File: src/rtl/mul_share_arb.sv
// Round-robin arbiter that time-shares one 33x33 signed multiplier between the
// integer M-extension unit (requester 0) and the FPU mantissa path (requester 1).
module mul_share_arb #(
    parameter int LAT = 2
) (
    input  logic        clk,
    input  logic        rst,
    input  logic        req0_valid,
    output logic        req0_ready,
    input  logic [31:0] req0_a,
    input  logic [31:0] req0_b,
    input  logic        req0_a_signed,
    input  logic        req0_b_signed,
    input  logic        req1_valid,
    output logic        req1_ready,
    input  logic [23:0] req1_a,
    input  logic [23:0] req1_b,
    output logic [32:0] mul_a,
    output logic [32:0] mul_b,
    input  logic [65:0] mul_p,
    output logic        rsp0_valid,
    input  logic        rsp0_ready,
    output logic [63:0] rsp0_data,
    output logic        rsp1_valid,
    input  logic        rsp1_ready,
    output logic [47:0] rsp1_data,
    output logic        busy
);

    typedef enum logic [1:0] {
        IDLE = 2'd0,
        RUN  = 2'd1,
        DONE = 2'd2
    } state_t;

    state_t      state_r;
    state_t      state_s;
    logic        last_r;
    logic        gid_r;
    logic [3:0]  cnt_r;
    logic [32:0] a_r;
    logic [32:0] b_r;
    logic [63:0] res_r;
    logic        win_s;
    logic        acc_s;
    logic        cnt_last_s;
    logic        rsp_hs_s;
    logic [32:0] a_s;
    logic [32:0] b_s;
    logic        unused_s;

    function automatic logic [32:0] ext33(input logic [31:0] x, input logic sgn);
        ext33 = {sgn & x[31], x};
    endfunction

    // Winner selection: a lone requester wins, a tie goes to the one not granted last.
    always_comb begin
        win_s = 1'b0;
        if (req0_valid && req1_valid) begin
            win_s = ~last_r;
        end else if (req1_valid) begin
            win_s = 1'b1;
        end else begin
            win_s = 1'b0;
        end
    end

    assign req0_ready = (state_r == IDLE) && req0_valid && !win_s;
    assign req1_ready = (state_r == IDLE) && req1_valid && win_s;
    assign acc_s      = req0_ready || req1_ready;
    assign a_s        = win_s ? {9'd0, req1_a} : ext33(req0_a, req0_a_signed);
    assign b_s        = win_s ? {9'd0, req1_b} : ext33(req0_b, req0_b_signed);
    assign cnt_last_s = (cnt_r == 4'(LAT - 1));
    assign rsp_hs_s   = (state_r == DONE) && (gid_r ? rsp1_ready : rsp0_ready);
    assign unused_s   = ^mul_p[65:64];

    // Next-state logic for the IDLE/RUN/DONE sequencer.
    always_comb begin
        state_s = state_r;
        case (state_r)
            IDLE: begin
                if (acc_s) begin
                    state_s = RUN;
                end else begin
                    state_s = IDLE;
                end
            end
            RUN: begin
                if (cnt_last_s) begin
                    state_s = DONE;
                end else begin
                    state_s = RUN;
                end
            end
            DONE: begin
                if (rsp_hs_s) begin
                    state_s = IDLE;
                end else begin
                    state_s = DONE;
                end
            end
            default: state_s = IDLE;
        endcase
    end

    // State, grant pointer, latency counter, operand and result registers.
    always_ff @(posedge clk) begin
        if (rst) begin
            state_r <= IDLE;
            last_r  <= 1'b1;
            gid_r   <= 1'b0;
            cnt_r   <= 4'd0;
            a_r     <= 33'd0;
            b_r     <= 33'd0;
            res_r   <= 64'd0;
        end else begin
            state_r <= state_s;
            if (acc_s) begin
                a_r    <= a_s;
                b_r    <= b_s;
                gid_r  <= win_s;
                last_r <= win_s;
                cnt_r  <= 4'd0;
            end else if (state_r == RUN) begin
                cnt_r <= cnt_r + 4'd1;
            end
            // The product is only trusted on the last RUN cycle.
            if ((state_r == RUN) && cnt_last_s) begin
                res_r <= mul_p[63:0];
            end
        end
    end

    assign mul_a      = a_r;
    assign mul_b      = b_r;
    assign rsp0_valid = (state_r == DONE) && !gid_r;
    assign rsp1_valid = (state_r == DONE) && gid_r;
    assign rsp0_data  = res_r;
    assign rsp1_data  = res_r[47:0];
    assign busy       = (state_r != IDLE);

endmodule
File: config.mk
export PLATFORM = sky130hd
export DESIGN_NAME = mul_share_arb
export DESIGN_NICKNAME = d
export VERILOG_FILES = /design/src/rtl/mul_share_arb.sv
export SDC_FILE = /design/constraint.sdc
export NUM_CORES = 1
export LEC_CHECK = 0
export ABC_AREA = 1
export CORE_UTILIZATION = 35
export DETAILED_ROUTE_END_ITERATION = 7
export PLACE_DENSITY = 0.8
export SLEW_MARGIN = 20
export SYNTH_ARGS = -nofsm -noshare
export SYNTH_HDL_FRONTEND = slang
export SYNTH_SLANG_ARGS = --single-unit
File: constraint.sdc
create_clock -name clk -period 1.35 [get_ports clk]
set_input_delay 0.27 -clock clk [delete_from_list [all_inputs] [get_ports clk]]
set_output_delay 0.27 -clock clk [all_outputs]
set_load 0.01 [all_outputs]
==> impl_results.md <==
- Outcome: complete, but fails checks
- Failing checks: negative setup slack
- Largest net degree at the start of global routing: between 90 and 100
- CP arrival: 1.25 ns
- Final wirelength: around 26,000 um
- ANT nets after route: 0
- FF-to-FF path depth: 10
- Least-Margin Pin Slew: 0.4996 ns
- Initial core utilization: 36.16%
- Area grow syn2layout: 72.75%
- Net Count, Synth: 1,267
- Multi-input gate area: 3067 um^2
- Average cell area after synthesis: ~6.4 um^2
- R2R Path End: rsp0_data[29]
- DR pass1 iterations: 5
- Number of antenna violations at the first check in global routing: 1
- First-pass GRT wire length: 37,380 um
- Reg clk slew, reported paths: 0.06 ns
- Reg-to-reg critical path startpoint: state_r[1]
- Clock Sinks: 138
- Vias in the first global route: ~7,200
- Clock skew: approximately 0.011 ns
- Post-DR wirelength/cell: between 15 and 20 um
- DIE WIDTH: ~140 um
- Number of CTS-inserted buffers: 17
- Placer congestion estimate: 0.8142
- Main synth FF type: dfxtp_1
- Worst hold path startpoint: req1_valid
- Sw Pwr: 0.003604 W
- GRT overflow: 0
- Worst-Skew Late Latency: 0.42 ns
- Post-route setup slack: -0.1722 ns
- EDFF count, synth: 0
- Slew HR: 66.69%
- Startpoint types: flip-flop
- Worst EP required: between 1 and 1.5 ns
- Top Usage Layer GRT: met2
- Peak supply drop: about 0.78 mV
- I/O Buffers: between 300 and 400
- DRC: 0
- Comb power frac: 25.8%
- Yosys warns: 0
- Vias per inst: 4.655
- CTS H-Tree Depth: 4
- # hold bufs at CTS: 0
- Tmin final: between 1.5 and 2 ns
- Fmax: about 660 MHz
- Max-cap violations: 0
- Die area: 20,150 um^2
- Post-Synthesis Cell Area: just under 7000 um^2
- Clk buf depth: 2
- Hold Path Class: input pin to flip-flop
- Min-Delay Endpoint: mul_a[31]
- Final Hold Viols: 0
- Post-synth cell types: 19
- Register area share after synthesis: 40.31%
- Placed wire-length estimate: 16,550 um
- Worst-path fanout max: 2
- Internal power: 0.008831 W
- RSZ-0062 raised after global routing: yes
- Critical path type: flip-flop to primary output
- GR Util met3: 8.849%
- Via count: between 7,000 and 8,000
- GR Layer Usage met1: 24.40%
- Drt initial violations: about 370
- Cell row count: 50
- Leak: 5.852 nW
- Ys async rst share: 0%
- Power Dens Cells: 1050 nW/um^2
- FF+latch area: 2786 um^2
- Die Y: 141.9 um
- Share of cells above drive strength 1: 16.61%
- Placeable Area: 18,960 um^2
- Max Slew Vio Count: 0
- Setup WS pre-CTS: -0.6225 ns
- Final period util: 112.8%
- IO Pins: approximately 370
- Clock power frac: 37.7%
- Total GRT Usage: 23.88%
- CTS tree: yes
- Critical Path End Type: primary output
- # setup viols final: 72
- Clock Tree Root: clkbuf_16
- M2 GR Usage: 44.00%
- Switching Share: just under 30%
- Fillcell total: between 1,500 and 2,000
- Setup TNS: -4.685 ns
- Post-layout util: 62.46%
- Syn Inst Count: 1,079
- Reg2Reg Setup Slack: -0.15 ns
- Worst Hold Depth: 5
- Flops & latches, synth: 138
- Power share of the sequential group: a little over a third
- Final net count: 1,608
how the worst max path moves through the flow:
| stage | from | end | slack [ns] |
|---|---|---|---|
| after floorplan | cnt_r[0] | rsp0_data[44] | 0.04 |
| after global placement | req0_valid | req0_ready | -0.63 |
| after detailed placement | req0_valid | req0_ready | -0.62 |
| after CTS | state_r[1] | rsp1_valid | -0.26 |
| after global routing | state_r[1] | rsp1_valid | -0.25 |
| final | state_r[1] | rsp0_valid | -0.17 |
critical path, stage by stage (launching register included):
cell	delay (ns)
dfxtp_2	0.36
buf_6	0.11
inv_4	0.03
nor2_4	0.08
inv_2	0.04
nor2_1	0.08
buf_2	0.14
layout by cell type, fill, tap and decap left out, types with 24 or more instances in the layout:
cell,netlist,final
buf_12,0,24
clkbuf_2,0,38
clkdlybuf4s15_1,0,57
clkdlybuf4s50_1,0,181
dfxtp_1,138,119
dlygate4sd2_1,0,64
inv_1,122,118
nand2_1,310,306
nand3_1,52,51
nand4_1,80,80
nor2_1,238,210
state kept, by name, summed over array words and instances (netlist names):
name,flops
last_r,1
state_r,2
cnt_r,4
rsp0_data,64
mul_b,33
gid_r,1
mul_a,33
power groups by stage:
stage / logic [W] / clock network, W / registers, W
after floorplan: 0.00122 / 0 / 0.00473
after global placement: 0.00291 / 0 / 0.00461
after detailed placement: 0.00294 / 0 / 0.00462
after CTS: 0.00305 / 0.00476 / 0.00453
after global routing: 0.00349 / 0.00495 / 0.00457
final: 0.00321 / 0.00468 / 0.00454
through the flow:
step	total power, W	instances	hold slack [ns]	area, um^2
2_1_floorplan	0.005951	1079	0.3391	6854
3_3_place_gp	0.007513	1627	0.4374	10690
3_5_place_dp	0.007560	1627	0.4404	10690
4_1_cts	0.01234	1687	0.3608	11750
5_1_grt	0.01302	1694	0.3908	11840
6_report	0.01244	1694	0.3736	11840
synthesized netlist by cell type (all sizes together) (2+ instances only):
cell / n / area share [%]
nand2: 310 / 17
nor2: 241 / 13
nand4: 80 / 7.3
dfxtp: 138 / 40
clkbuf: 24 / 1.3
o21ai: 2 / 0.15
buf: 97 / 8.8
nand3: 52 / 3.8
inv: 125 / 6.8
ha: 2 / 0.37
a21oi: 5 / 0.37
repair_timing:
item,CTS,global route
setup buffers,17,5
resized for setup,323,157
gates cloned,11,7
endpoints found under the setup margin,229,221
pin swaps,38,30
cell type report:
| type | instances | area share (%) |
|---|---|---|
| clock inverters | 13 | 1.205 |
| inverters | 125 | 4.005 |
| repair buffers | 443 | 38.85 |
| diodes | 1 | 0.02113 |
| flip-flops and latches | 138 | 23.53 |
| clock buffers | 19 | 3.741 |
| well taps | 260 | 2.748 |
| multi-input cells | 695 | 25.90 |
layer usage:
layer | vias up | routed length (um)
met4 | 0 | 683
met2 | 327 | 13470
li1 | 3939 | -
met3 | 40 | 2352
met1 | 3580 | 9266
met5 | - | 0
logic make-up (layout without fill, tap and decap cells):
group,count (synthesis),in the layout,synth area share [%]
other cells,0,1,0
compound gates,8,8,0.6207
simple gates,685,685,41.75
fa+ha+maj,2,2,0.3650
flops,138,138,40.31
buf+inv,246,600,16.96
Power figures use the tool's default switching activity.
